[config.mk]
export PLATFORM = sky130hd
export DESIGN_NAME = ncl_dr_sync_rx
export DESIGN_NICKNAME = d
export VERILOG_FILES = /design/src/rtl/ncl_dr_sync_rx.sv
export SDC_FILE = /design/constraint.sdc
export NUM_CORES = 1
export LEC_CHECK = 0
export ABC_AREA = 1
export CAP_MARGIN = 30
export CORE_AREA = 10 10 57 59
export CTS_CLUSTER_DIAMETER = 30
export DETAILED_ROUTE_END_ITERATION = 10
export DIE_AREA = 0 0 67 69
export PLACE_DENSITY = 0.65
export SLEW_MARGIN = 20
export SYNTH_ARGS = -nofsm -noshare
export SYNTH_HDL_FRONTEND = slang
export SYNTH_SLANG_ARGS = --single-unit
[constraint.sdc]
create_clock -name clk -period 1.4 [get_ports clk]
set_input_delay 0.14 -clock clk [delete_from_list [all_inputs] [get_ports clk]]
set_output_delay 0.14 -clock clk [all_outputs]
set_load 0.02 [all_outputs]
[src/rtl/ncl_dr_sync_rx.sv]
// Dual-rail NCL to synchronous receiver: per-rail synchronisers, DATA/NULL completion
// detection, the ko handshake back to the gate network and a one-word valid/ready buffer.
module ncl_dr_sync_rx #(
    parameter int W    = 4,
    parameter int SYNC = 2
) (
    input  logic         clk,
    input  logic         rst,
    input  logic [W-1:0] d_t,
    input  logic [W-1:0] d_f,
    output logic         ko,
    output logic [W-1:0] out_data,
    output logic         out_valid,
    input  logic         out_ready,
    output logic         err
);

    // Output handshake: a word transfers on any rising edge where
    // out_valid && out_ready; out_data is stable while out_valid is high.

    typedef enum logic {
        WAIT_NULL = 1'b0,
        WAIT_DATA = 1'b1
    } state_t;

    logic [W-1:0] sync_t_q [SYNC];
    logic [W-1:0] sync_f_q [SYNC];
    logic [W-1:0] st;
    logic [W-1:0] sf;

    always_ff @(posedge clk) begin
        if (rst) begin
            for (int s = 0; s < SYNC; s++) begin
                sync_t_q[s] <= '0;
                sync_f_q[s] <= '0;
            end
        end else begin
            sync_t_q[0] <= d_t;
            sync_f_q[0] <= d_f;
            for (int s = 1; s < SYNC; s++) begin
                sync_t_q[s] <= sync_t_q[s-1];
                sync_f_q[s] <= sync_f_q[s-1];
            end
        end
    end

    assign st = sync_t_q[SYNC-1];
    assign sf = sync_f_q[SYNC-1];

    // Rails are monotonic within a wavefront, so a partially synchronised word can
    // only look incomplete, never falsely complete.
    logic cdata;
    logic cnull;
    logic ill;
    logic load;

    assign cdata = &(st ^ sf);
    assign cnull = ~|(st | sf);
    assign ill   = |(st & sf);

    state_t       state_q;
    logic         ko_q;
    logic         out_valid_q;
    logic [W-1:0] out_data_q;
    logic         err_q;

    assign load = (state_q == WAIT_DATA) && cdata && (!out_valid_q || out_ready);

    always_ff @(posedge clk) begin
        if (rst) begin
            state_q     <= WAIT_NULL;
            ko_q        <= 1'b0;
            out_valid_q <= 1'b0;
            out_data_q  <= '0;
            err_q       <= 1'b0;
        end else begin
            if (ill) begin
                err_q <= 1'b1;
            end

            if (load) begin
                out_valid_q <= 1'b1;
                out_data_q  <= st;
            end else if (out_valid_q && out_ready) begin
                out_valid_q <= 1'b0;
            end

            case (state_q)
                WAIT_NULL: begin
                    if (cnull) begin
                        state_q <= WAIT_DATA;
                        ko_q    <= 1'b1;
                    end
                end
                WAIT_DATA: begin
                    // A complete word waits here with ko high until the buffer frees up.
                    if (load) begin
                        state_q <= WAIT_NULL;
                        ko_q    <= 1'b0;
                    end
                end
                default: begin
                    state_q <= WAIT_NULL;
                    ko_q    <= 1'b0;
                end
            endcase
        end
    end

    assign ko        = ko_q;
    assign out_data  = out_data_q;
    assign out_valid = out_valid_q;
    assign err       = err_q;

endmodule

==> summary.txt <==
Floorplan
  • Die H: 69 µm
  • Row Count: 17
  • Full die area: 4620 µm²
  • Initial core utilization: 0.432
  • # IOs: 18
  • Width of the die: 67 µm
  • Core Footprint: 2150 µm²

Setup path
  • CP required: 1.61 ns
  • Crit Path Max Fanout: 5
  • Worst R2R Path Depth: 7
  • Crit path kind: reg -> reg
  • Startpoint Class: flip-flop
  • Reg2Reg Setup Slack: 0.06 ns
  • Crit Reg-Reg Endpoint: out_data[1]
  • Critical Path AT: 1.55 ns
  • Worst setup EP type: flip-flop
  • Worst r2r src: sync_t_q[0][7]

Clock tree
  • Clock Latency Late Sink: 0.30 ns
  • Root Buffer: clkbuf_4
  • Clock Sinks: 24
  • Clock Path Buffers: 2
  • Total setup buffers inserted after CTS: 0
  • Clk slew on worst S/H paths: 0.11 ns
  • CTS HTree Levels: 1
  • Hold Buf Count CTS: 0
  • CTS tree: done
  • Number of buffers created by CTS: 3

Power and ir drop
  • Part of the power in registers: 0.654
  • Combinational group share of total power: 0.095
  • PD cells: 954 nW/µm²
  • Pint: 0.000868 W
  • Worst VDD drop: 0.000591 V
  • Net Sw Frac: 0.218
  • Switching pwr: 0.000243 W
  • Clock Power Share: 0.250
  • Pleak: 0.625 nW
  • Total Power: 0.00111 W

Synthesis
  • Mux cell area share after synthesis: 0
  • Post-synthesis compound-gate area fraction: 0.0216
  • Register area share after synthesis: 0.518
  • Post-synth top area share: 0.518
  • Synthesis Warnings: 0
  • Largest family of logic cells by synthesized area: simple AND/OR/NAND/NOR gates
  • Simple-gate share of the synthesized area: 0.190
  • Avg Cell Area, Syn: 7.92 µm²
  • Yosys reg bits: 24
  • Top post-synthesis cells by area: dfxtp_1 (52%), inv_1 (14%), nor2_1 (11%), ha_1 (11%), nand2_1 (5.7%)
  • Largest area contributor in the netlist: dfxtp_1
  • Synth Cell Area: 927 µm²
  • Synth Instances: 117
  • Yosys cell types: 13
  • Synth Net Count: 136
  • XOR/XNOR Fraction of Synth Area: 0
  • Post-Synth Adder-Cell Area: 0.108

STA
  • Final WS setup: 0.0552 ns
  • Final slew viol count: 0
  • Crit share post-route: 0.961
  • Slew HR: 0.856
  • Final Critical Period: 1.34 ns
  • F_max: 744 MHz
  • Clk_skew: 0.00175 ns
  • Hold Fails Final Rpt: 0
  • Fin Setup TNS: 0 ns
  • Final setup viols: 0
  • Worst-Margin Slew: 0.217 ns

Place
  • DP Wirelength: 1.12 mm
  • DP Worst Slack: 0.0666 ns
  • GPL Wtd Cong: 0.833
  • IO buf count: 17

Global route
  • Overflow after GRT: 0
  • Largest net degree at the start of global routing: 13
  • Initial antenna violation count: 0
  • First-pass GRT wire length: 2.37 mm
  • Vias in the first global route: 632
  • Global Route Usage Sum: 0.0618

Min path
  • Hold Path End: sync_f_q[0][1]
  • Hold Path Stages: 3
  • Min-delay worst type: in -> reg
  • Worst Hold Launch: d_f[1]

Drt
  • Wire per inst: 9.08 µm
  • Via density per instance: 4.06
  • Antenna viol nets, final: 0
  • Routed Wire Length: 1.50 mm
  • Drc violations: 0
  • Vias: 670
  • DRT Pass-1 Iters: 4
  • Initial drt markers: 10

Cells and area
  • Synth-to-layout area growth: 25.6%
  • Diodes inserted: 0
  • Fillers: 227
  • Multi-input logic area: 319 µm²
  • Most common cell after layout, fill and taps aside: inv_1
  • Reg area: 484 µm²
  • Layout cells sized above 1: 0.0803
  • Most frequent cells in the layout: inv_1 (34), nor2_1 (27), dfxtp_1 (21), nand2_1 (14), clkdlybuf4s50_1 (10)
  • Final Net Count: 158

Job
  • Max-Cap Viols: 0

Outcome
  • Status: finished clean
## cells by family (layout without fill, tap and decap cells)
| group | after synthesis | in the layout |
|---|---|---|
| AND/OR/NAND/NOR | 44 | 45 |
| buffers and inverters | 37 | 56 |
| flip-flops | 24 | 24 |
| adder cells (fa/ha/maj) | 8 | 8 |
| AO/OA/AOI/OAI | 4 | 4 |
## worst max-delay path: stages, from the launching register on
cell     delay, ns
dfxtp_2       0.36
inv_1         0.05
ha_1          0.27
nand2_1       0.10
nor2_4        0.16
nand3_2       0.15
nor2_1        0.12
nor2_1        0.05
## sequential cells by signal, summed over array words and instances (netlist names)
register and flops:
ko 1, state_q 1, err 1, sync_t_q 8, out_valid 1, sync_f_q 8
out_data 4
## power by group through the flow
stage,combinational (W),sequential [W],clock [W]
after global placement,0.000106,0.000742,0
after global routing,0.000120,0.000731,0.000325
after floorplan,0.0000519,0.000745,0
final,0.000106,0.000727,0.000278
after detailed placement,0.000108,0.000742,0
after CTS,0.000104,0.000727,0.000296
## area by class of cell
type,instances,area share
Sequential cell,24,0.416
Multi-Input combinational cell,57,0.274
Timing Repair Buffer,19,0.151
Inverter,34,0.110
Tap cell,28,0.0301
Clock buffer,3,0.0193
## Yosys cell counts
cell type	instances
nand2_1	14
dfxtp_1	24
a21oi_1	3
nand4_1	1
ha_1	8
o21ai_0	1
nor2_2	1
nand3_2	1
inv_1	34
nor2_1	27
clkbuf_1	1
buf_4	1
buf_6	1
## stage by stage
| step | cells | area, µm² | hold slack [ns] | utilization |
|---|---|---|---|---|
| 2_1_floorplan | 117 | 927 | 0.247 | - |
| 3_3_place_gp | 161 | 1120 | 0.390 | 0.524 |
| 3_5_place_dp | 161 | 1120 | 0.392 | 0.524 |
| 4_1_cts | 164 | 1140 | 0.324 | 0.530 |
| 5_1_grt | 165 | 1160 | 0.319 | 0.542 |
| 6_report | 165 | 1160 | 0.341 | 0.542 |
## routing by layer
layer  wire length (µm)  up-vias  global-route usage  part of all wire
met5                  0        -                   0                 0
met4                 38        0              0.0294             0.025
met3                124        4              0.0338             0.083
met2                645       21              0.0941              0.43
met1                690      277              0.0671              0.46
li1                   -      368                   -                 -
## worst max path at each step
| stage | cells after the start | slack, ns | startpoint | endpoint |
|---|---|---|---|---|
| finish | 7 | 0.06 | sync_t_q[0][7] | out_data[1] |
| global route | 8 | -0.03 | sync_t_q[0][7] | out_data[2] |
| CTS | 8 | 0.04 | sync_t_q[0][7] | out_data[2] |
| detailed placement | 7 | 0.07 | sync_t_q[0][7] | out_data[3] |
| global placement | 7 | 0.10 | sync_t_q[0][7] | out_data[0] |
| floorplan | 8 | 0.20 | sync_t_q[0][7] | out_data[0] |
## repair_timing
action,in CTS,in global routing
setup endpoints to repair,7,5
cloned,0,1
endpoints found under the hold margin,0,0
gates resized for setup,7,5
pin swaps,0,1
No activity file was read; power rests on OpenSTA's default activity.
